===== config.mk =====
export PLATFORM = sky130hd
export DESIGN_NAME = approx_mult_error_monitor
export DESIGN_NICKNAME = d
export VERILOG_FILES = /design/src/rtl/approx_mult_error_monitor.sv
export SDC_FILE = /design/constraint.sdc
export NUM_CORES = 1
export LEC_CHECK = 0
export ABC_AREA = 1
export BUFFER_PORTS_ARGS = -buffer_cell sky130_fd_sc_hd__buf_2
export CORE_MARGIN = 3
export CORE_UTILIZATION = 30
export DETAILED_ROUTE_END_ITERATION = 7
export GPL_TIMING_DRIVEN = 0
export PLACE_DENSITY = 0.44
export SYNTH_ARGS = -nofsm -noshare
export SYNTH_HDL_FRONTEND = slang
export SYNTH_SLANG_ARGS = --single-unit

===== constraint.sdc =====
create_clock -name clk -period 6.59 [get_ports clk]
set_clock_uncertainty 0.1 [all_clocks]
set_input_delay 0.9885 -clock clk [delete_from_list [all_inputs] [get_ports clk]]
set_output_delay 0.9885 -clock clk [all_outputs]
set_load 0.01 [all_outputs]

===== src/rtl/approx_mult_error_monitor.sv =====
// Error-statistics collector for unsigned approximate multipliers.
// Compares z_approx against the exact x*y over a programmed window.
//
// Ports:
//   clk, rst          rising-edge clock, async active-high reset
//   start             one-cycle pulse, opens a window (ignored when busy)
//   num_samples       window length, latched on an accepted start
//   in_valid/in_ready sample handshake (x, y, z_approx)
//   busy              high from accepted start through the done cycle
//   done              one-cycle pulse, results are final
//   err_count         samples with z_approx != x*y
//   sum_ed            sum of |x*y - z_approx|
//   max_ed            largest |x*y - z_approx| seen
module approx_mult_error_monitor #(
    parameter int WIDTH = 8,
    parameter int CNT_W = 16
) (
    input  logic                     clk,
    input  logic                     rst,
    input  logic                     start,
    input  logic [CNT_W-1:0]         num_samples,
    input  logic                     in_valid,
    output logic                     in_ready,
    input  logic [WIDTH-1:0]         x,
    input  logic [WIDTH-1:0]         y,
    input  logic [2*WIDTH-1:0]       z_approx,
    output logic                     busy,
    output logic                     done,
    output logic [CNT_W-1:0]         err_count,
    output logic [2*WIDTH+CNT_W-1:0] sum_ed,
    output logic [2*WIDTH-1:0]       max_ed
);

    localparam int PW    = 2 * WIDTH;
    localparam int ACC_W = PW + CNT_W;

    typedef enum logic [1:0] {
        IDLE  = 2'd0,
        RUN   = 2'd1,
        DRAIN = 2'd2,
        DONE  = 2'd3
    } state_t;

    state_t state_q;
    state_t state_d;

    logic [CNT_W-1:0] cnt_q;
    logic [CNT_W-1:0] n_q;
    logic [CNT_W-1:0] cnt_inc;

    logic          s1_valid;
    logic [PW-1:0] s1_p;
    logic [PW-1:0] s1_z;
    logic          s2_valid;
    logic [PW-1:0] s2_ed;
    logic [PW-1:0] ed_c;

    logic accept;
    logic last;
    logic win_open;
    logic clear;

    assign accept   = in_valid & in_ready;
    assign cnt_inc  = cnt_q + 1'b1;
    assign last     = accept && (cnt_inc == n_q);
    assign win_open = (state_q == IDLE) && start;
    // Results are cleared on every accepted start, including empty windows.
    assign clear    = win_open;

    // Absolute difference; both operands are unsigned PW-bit values.
    assign ed_c = (s1_p >= s1_z) ? (s1_p - s1_z) : (s1_z - s1_p);

    always_ff @(posedge clk or posedge rst) begin
        if (rst) begin
            state_q <= IDLE;
        end else begin
            state_q <= state_d;
        end
    end

    always_comb begin
        state_d  = state_q;
        in_ready = 1'b0;
        busy     = 1'b0;
        done     = 1'b0;
        unique case (state_q)
            IDLE: begin
                if (start) begin
                    if (num_samples != '0) begin
                        state_d = RUN;
                    end else begin
                        state_d = DONE;
                    end
                end
            end
            RUN: begin
                in_ready = 1'b1;
                busy     = 1'b1;
                if (last) begin
                    state_d = DRAIN;
                end
            end
            DRAIN: begin
                busy = 1'b1;
                if (!s1_valid && !s2_valid) begin
                    state_d = DONE;
                end
            end
            DONE: begin
                busy    = 1'b1;
                done    = 1'b1;
                state_d = IDLE;
            end
        endcase
    end

    always_ff @(posedge clk or posedge rst) begin
        if (rst) begin
            cnt_q <= '0;
            n_q   <= '0;
        end else if (win_open) begin
            cnt_q <= '0;
            n_q   <= num_samples;
        end else if (accept) begin
            cnt_q <= cnt_inc;
        end
    end

    // Stage 1: exact product and captured approximation.
    always_ff @(posedge clk or posedge rst) begin
        if (rst) begin
            s1_valid <= 1'b0;
            s1_p     <= '0;
            s1_z     <= '0;
        end else begin
            s1_valid <= accept;
            if (accept) begin
                s1_p <= PW'(x) * PW'(y);
                s1_z <= z_approx;
            end
        end
    end

    // Stage 2: error distance.
    always_ff @(posedge clk or posedge rst) begin
        if (rst) begin
            s2_valid <= 1'b0;
            s2_ed    <= '0;
        end else begin
            s2_valid <= s1_valid;
            if (s1_valid) begin
                s2_ed <= ed_c;
            end
        end
    end

    // Accumulators; clearing only happens in IDLE with an empty pipeline.
    always_ff @(posedge clk or posedge rst) begin
        if (rst) begin
            err_count <= '0;
            sum_ed    <= '0;
            max_ed    <= '0;
        end else if (clear) begin
            err_count <= '0;
            sum_ed    <= '0;
            max_ed    <= '0;
        end else if (s2_valid) begin
            sum_ed <= sum_ed + {{CNT_W{1'b0}}, s2_ed};
            if (s2_ed != '0) begin
                err_count <= err_count + 1'b1;
            end
            if (s2_ed > max_ed) begin
                max_ed <= s2_ed;
            end
        end
    end

    logic unused_acc_w;
    assign unused_acc_w = (ACC_W == 0);

endmodule


Word level (Yosys, flattened, before mapping):

Index checks and enable logic that the tools add are counted.

* output and inout bits: 67
* bits in registers: 148
* input port bits: 52
* logic and storage cells: 62

* reduce and logical (&&, ||, !) cells: 16
* muxes and demuxes: 19
* equality and inequality tests: 7
* $lt $le $gt $ge: 2
* add/sub/neg operators: 5
* bitwise logic cells: 1
* multiply operators: 1

Operators by type and width (count)
* $mux W16: 9
* $mux W32: 2
* $add A16 B1 Y16 const B: 2
* $add A32 B16 Y32: 1
* $reduce_bool A16 Y1: 2
* $sub A16 B16 Y16: 2
* $eq A16 B16 Y1: 1
* $ge A16 B16 Y1: 1
* $gt A16 B16 Y1: 1
* $mul A8 B8 Y16: 1
* $mux W2: 4
* $pmux W2 S4: 1
* $reduce_bool A2 Y1: 4
* $ne A2 B2 Y1 const B: 3
* $eq A2 B2 Y1 const B: 2
* $reduce_and A2 Y1: 2
* $logic_and A1 B1 Y1: 3
* $mux W1: 3
* $reduce_and A3 Y1: 1
* $reduce_or A3 Y1: 1
* $eq A2 B1 Y1 const B: 1
* $logic_not A1 Y1: 2
* $logic_not A2 Y1: 1
* $and A1 B1 Y1: 1

Logic depth before layout (Yosys ltp):

Gate-level depths: netlist (run 1).

* depth in word-level cells: 6
* depth in mapped cells: 21
* depth with buffers taken out: 20

Worst setup path after synthesis (run 1):

No wires, ideal clock.

* path type: input to register
* start point: input port x[0]
* end point: register s1_p[14]
* path buffers: 1
* stages on the path: 19
* slack: 1.540 ns
* setup time: 0.130 ns
* arrival time: 4.820 ns
* required time: 6.360 ns
* path through: clkbuf_1 nand2_1 fa_1 fa_1 inv_1 fa_1 inv_1 fa_1 inv_1 ha_1 a21oi_1 o21ai_0 nand2_1 nand3_1 a21oi_1 o21bai_1 or2_2 nand3_1 o21ai_0

* cells in the longest elaborated chain, start to end: 1

Ends and longest elaborated chain
* start: declaration: RTL line 24 `input logic [WIDTH-1:0] x,`
* $mul A8 B8 Y16: RTL line 138 `s1_p <= PW'(x) * PW'(y);`
* end signal: assignment: RTL line 138
* end: declaration: RTL line 52 `logic [PW-1:0] s1_p;`

No other way between the ends.
A chain may end at the register's enable or synchronous reset.

Worst setup path in the final report (run 1):

Same ends and word-level chain as after synthesis.

==> results of run 1 <==
==> sequential cells by signal, indices dropped and copies added (netlist names) <==
signal     flops
s2_valid       1
err_count     16
s1_z          16
s2_ed         16
s1_valid       1
n_q           16
state_q        2
s1_p          16
sum_ed        32
max_ed        16
cnt_q         16
==> stage by stage <==
stage / setup WS, ns / hold slack (ns)
floorplan: 1.52 / 0.252
global placement: -0.771 / 0.261
detailed placement: 0.856 / 0.263
CTS: 1.33 / 0.269
global route: 0.998 / 0.273
finish: 1.37 / 0.268
==> logic make-up (layout without fill, tap and decap cells) <==
group | Yosys count | after routing | synth area share [%]
AND/OR/NAND/NOR | 666 | 666 | 23.2
buffers and inverters | 337 | 472 | 10.9
AO/OA/AOI/OAI | 295 | 295 | 13.8
flip-flops | 148 | 148 | 30.7
adder cells (fa/ha/maj) | 145 | 145 | 17.5
XOR/XNOR | 49 | 49 | 3.86
other | 0 | 1 | 0
==> path summary, 6_finish.rpt <==
path	from	to	slack (ns)	depth (start not counted)
min reg2reg	s1_valid	s2_valid	0.27	0
min	s1_valid	s2_valid	0.27	0
max	x[0]	s1_p[14]	1.37	19
max in group asynchronous	rst	max_ed[2]	5.07	3
max reg2reg	s2_ed[0]	sum_ed[24]	3.72	13
min in group asynchronous	rst	s1_z[14]	0.39	2
==> cells in the final DEF, fill, tap and decap left out, types with 4 or more instances in the layout <==
master        n
o31ai_1       7
buf_2       107
inv_8         5
nor4_1        7
nand3_1      72
a21oi_1      78
o21ai_1      10
inv_6         4
nor2_1      100
a21o_1       11
clkbuf_1     35
o22ai_1      12
nand4_1      27
clkbuf_16    17
clkbuf_2      6
o21bai_1      9
fa_1         39
inv_1       276
or2_2         7
nand2_1     417
buf_4         4
a31oi_1      18
nor3_1       19
xor2_1       38
ha_1        106
o21ai_0     130
xnor2_1       8
dfrtp_1     148
o211ai_1      4
clkinvlp_4    4
==> metal layers <==
layer | global-route usage, % | share of wire [%] | wire [um]
met5 | 0 | 0 | 0
met4 | 3.90 | 1.3 | 463
met1 | 23.3 | 47 | 17000
met3 | 2.87 | 4.4 | 1570
met2 | 29.3 | 47 | 17100
==> power breakdown <==
part	switching (mW)	total, mW	internal, mW
Sequential	0.282	1.48	1.20
Combinational	2.39	3.75	1.36
Clock	0.468	0.965	0.498
==> area by class of cell <==
| class | instances | share of cell area, % |
|---|---|---|
| antenna | 1 | 0.0181 |
| buffer | 55 | 1.81 |
| clock buffer | 17 | 3.08 |
| clock inverter | 15 | 0.987 |
| inverter | 282 | 7.74 |
| multi-input combinational | 1155 | 51.0 |
| sequential | 148 | 26.8 |
| tap | 518 | 4.69 |
| timing repair buffer | 103 | 3.89 |
==> impl_metrics.ini, run 1 <==
[place]
gp_congestion = 0.846
dpl.hpwl_um = 29000
post_dp_cell_area_um2 = 13200
dp_cells = 2261
portBuffers = 102

[worst_setup_path]
critical-path-top-delay-family = adder cells
critPathKind = in2reg
required_ns = 6.79
path_common_cell = fa_1
critPathBufInv = 4
worstPathArrival_ns = 5.42
startpoint_type = input pin
crit_slowest_cell = fa_1
max_stage_delay_ns = 0.55
crit_path_cell_trace = clkbuf_1 -> nand2_1 -> fa_1 -> fa_1 -> inv_1 -> fa_1 -> inv_1 -> fa_1 -> inv_1 -> ha_1 -> a21oi_1 -> o21ai_0 -> nand2_1 -> nand3_1 -> a21oi_1 -> o21bai_1 -> or2_2 -> nand3_1 -> o21ai_0
end_kind = register
cp_max_fo = 8

[timing]
setup-violations-final = 0
rsz0062_at_grt = false
finalHoldViolations = 0
worstMarginPinSlew_ns = 0.842
slew_viol_final = 0
period_needed_ns = 5.22
period_share_pct = 79.2
tns_ns = 0
relSlewSlack_pct = 43.9
fmax_mhz = 192

[detailed_routing]
routedWlPerCell_um = 15.7
remaining_drc_errors = 0
viasPerCell = 4.71
drt-initial-drc-count = 536
ant_nets = 0
routed-via-count = 10800
drt_pass1_iterations = 6
wirelength_um = 36100

[yosys]
synth_area_um2 = 12100
synth.distinct_cells = 54
synth_most_common_cell = nand2_1
syn_avg_cell_area_um2 = 7.35
ys.flop_type = dfrtp_1
synth.area.top_cells = dfrtp_1 (31%), nand2_1 (13%), ha_1 (11%)
synth_area_leader_cell = dfrtp_1
syn_inst = 1640
async_reset_ff_share_pct = 100
synth.top_cells.by_count = nand2_1 (417), inv_1 (277), dfrtp_1 (148)
synth-seq-area-share_pct = 30.7
synth_fp_nets = 1837
yosysWarnings = 0
synth-seq-cells = 148
synth_top_area_share_pct = 30.7
synth_edf_count = 0

[clocking]
clk_latency_ns = 0.45
cts_inserted_buffers = 17
ctsHoldBuffers = 0
clockBufferDepth = 2
cts_tree = built
cts_setup_buffers = 0
path_clk_slew_ns = 0.07
root_buffer = clkbuf_16
cts_resized = 0
h-tree-depth = 4
clkSinkCount = 148

[grt]
globalRouteOverflowTotal = 0
grt_pass1_wl_um = 58000
grt_pass1_vias = 11000
antenna_found_initial = 0
grt_start_max_net_pins = 120
track_usage_pct = 17.3

[die]
start_util_pct = 30.8
dieArea_um2 = 42600
fp.dieH_um = 206
core_um2 = 39200
rows = 72
chipWidth_um = 206
ios = 119

[finish]
drive_above_1_share_pct = 10.3
fin_area_um2 = 13800
nNetsFinal = 1959
final_util_pct = 35.2
multi_input_area_um2 = 7040
fin_cells = 2294
area_delta_synth_final_pct = 14.6
ff_latch_area_um2 = 3700
fillers = 4255

[job]
maxCapViolCount = 0

[power]
ir_worst_vdd_v = 0.000212
leakagePower_nw = 7.22
total_power_mw = 6.20
power.density_nw_per_um2 = 449

[worst_hold_path]
hold_class = reg2reg

[outcome]
outcome = complete, no violations
Power figures use the tool's default switching activity.
==> run 2: changes to the inputs <==
clock period = 4.9 ns   (was 6.59 ns; I/O delays follow)
==> run 2 against run 1 <==
  * Non-clock buffer count did not move
  * Hold slack got worse by 0.13 ns
  * Register-to-register slack got worse by 1.7 ns
  * Setup slack got worse by 1.1 ns
  * Utilization rose by 0.12 points
  * Critical path type unchanged
  * Largest cell class unchanged
==> impl_metrics.ini, run 2 (synthesized netlist as in run 1, its figures left out) <==
[job]
maxCapViolCount = 0

[place]
post_dp_cell_area_um2 = 13200
dp_cells = 2261
dpl.hpwl_um = 29000
place_worst_setup_slack_ns = -0.580
gp_congestion = 0.846
portBuffers = 102

[timing]
rsz0062_at_grt = false
finalHoldViolations = 0
period_share_pct = 94.1
period_needed_ns = 4.61
slew_viol_final = 0
worstMarginPinSlew_ns = 0.860
relSlewSlack_pct = 42.7
setup-violations-final = 0
fmax_mhz = 217
setup_slack_ns = 0.290
holdWs_ns = 0.139

[worst_setup_path]
r2r-end = sum_ed[24]
r2r_start = s2_ed[0]
cp_max_fo = 8
crit_path_cell_trace = clkbuf_2 -> nand2_1 -> inv_1 -> fa_1 -> fa_1 -> fa_1 -> inv_1 -> fa_1 -> inv_1 -> ha_1 -> a21oi_1 -> o21ai_0 -> a31oi_1 -> o21ai_0 -> or2_2 -> nand3_1 -> o21ai_0
reg2reg_depth = 13
critPathKind = in2reg
max_stage_delay_ns = 0.55
path_common_cell = fa_1
r2r_slack_ns = 2.03
end_kind = register
crit_slowest_cell = fa_1
worstPathArrival_ns = 4.81
required_ns = 5.10
startpoint_type = input pin

[grt]
grt_start_max_net_pins = 120
globalRouteOverflowTotal = 0
antenna_found_initial = 0
grt_pass1_wl_um = 58000
grt_pass1_vias = 11000
track_usage_pct = 17.3

[clocking]
cts_setup_buffers = 0
path_clk_slew_ns = 0.07
clk_latency_ns = 0.45
ctsHoldBuffers = 0
cts_tree = built
clockBufferDepth = 2
h-tree-depth = 4
cts_resized = 2
clkSinkCount = 148
cts_inserted_buffers = 17
root_buffer = clkbuf_16

[finish]
largest_register_ffs = 32
fin_cells = 2294
fillers = 4252
area_delta_synth_final_pct = 15.0
top_register = sum_ed
drive_above_1_share_pct = 11.2
final_cell_mix = nand2_1 (417), inv_1 (276), dfrtp_1 (148)
final_util_pct = 35.4
nNetsFinal = 1959
fin_area_um2 = 13900
final_common_cell = nand2_1

[detailed_routing]
viasPerCell = 4.70
routedWlPerCell_um = 15.7
ant_nets = 0
drt_pass1_iterations = 5
routed-via-count = 10800
drt-initial-drc-count = 542
wirelength_um = 36100
remaining_drc_errors = 0

[worst_hold_path]
hold_class = in2async

[die]
core_um2 = 39200
chipWidth_um = 206
ios = 119
dieArea_um2 = 42600
rows = 72
fp.dieH_um = 206
start_util_pct = 30.8

[power]
leakagePower_nw = 7.26
ir_worst_vdd_v = 0.000285
power.density_nw_per_um2 = 604

[outcome]
outcome = complete, no violations
run 2: cell types whose count changed in the layout (fill, tap and decap cells not counted), moves of 2 or more:
cell and delta:
clkbuf_1 -13, clkbuf_2 +11, clkbuf_4 +2, ha_1 -2
run 2: critical path: cells and delay by family:
kind / cells / cell delay, ns
buf+inv: 4 / 0.36
simple gates: 3 / 0.46
compound gates: 5 / 0.83
fa+ha+maj: 5 / 2.44
run 2: metal layers:
| layer | wire length (um) | GRT usage (%) |
|---|---|---|
| met4 | 460 | 3.90 |
| met3 | 1540 | 2.87 |
| met5 | 0 | 0 |
| met1 | 17000 | 23.2 |
| met2 | 17100 | 29.3 |
run 2: how the worst max path moves through the flow:
stage	startpoint	endpoint	cells past startpoint
floorplan	rst	cnt_q[0]	1
global placement	rst	sum_ed[4]	2
detailed placement	x[0]	s1_p[14]	19
CTS	x[3]	s1_p[14]	19
global route	y[4]	s1_p[13]	19
finish	x[2]	s1_p[13]	17
run 2: layout make-up:
cell class              instances  area (um2)  share of cell area (%)
clock buffers                  17         425                    3.07
repair buffers                103         538                    3.88
well taps                     518         648                    4.68
inverters                     282        1070                    7.71
multi-input cells            1155        7070                    51.0
plain buffers                  55         272                    1.96
diodes                          1        2.50                  0.0181
flip-flops and latches        148        3700                    26.7
clock inverters                15         136                   0.984
run 2: metrics by stage:
step                TNS (ns)  power (mW)
global route               0        9.30
detailed placement     -2.28        7.11
CTS                        0        8.44
global placement     -325.60        7.07
floorplan                  0        5.64
finish                     0        8.37
run 2: report_power, final:
| group | internal (mW) | total (mW) | switching [mW] | leakage (nW) |
|---|---|---|---|---|
| clock | 0.669 | 1.30 | 0.632 | 0.265 |
| sequential | 1.61 | 1.99 | 0.377 | 1.93 |
| combinational | 1.85 | 5.08 | 3.23 | 5.06 |
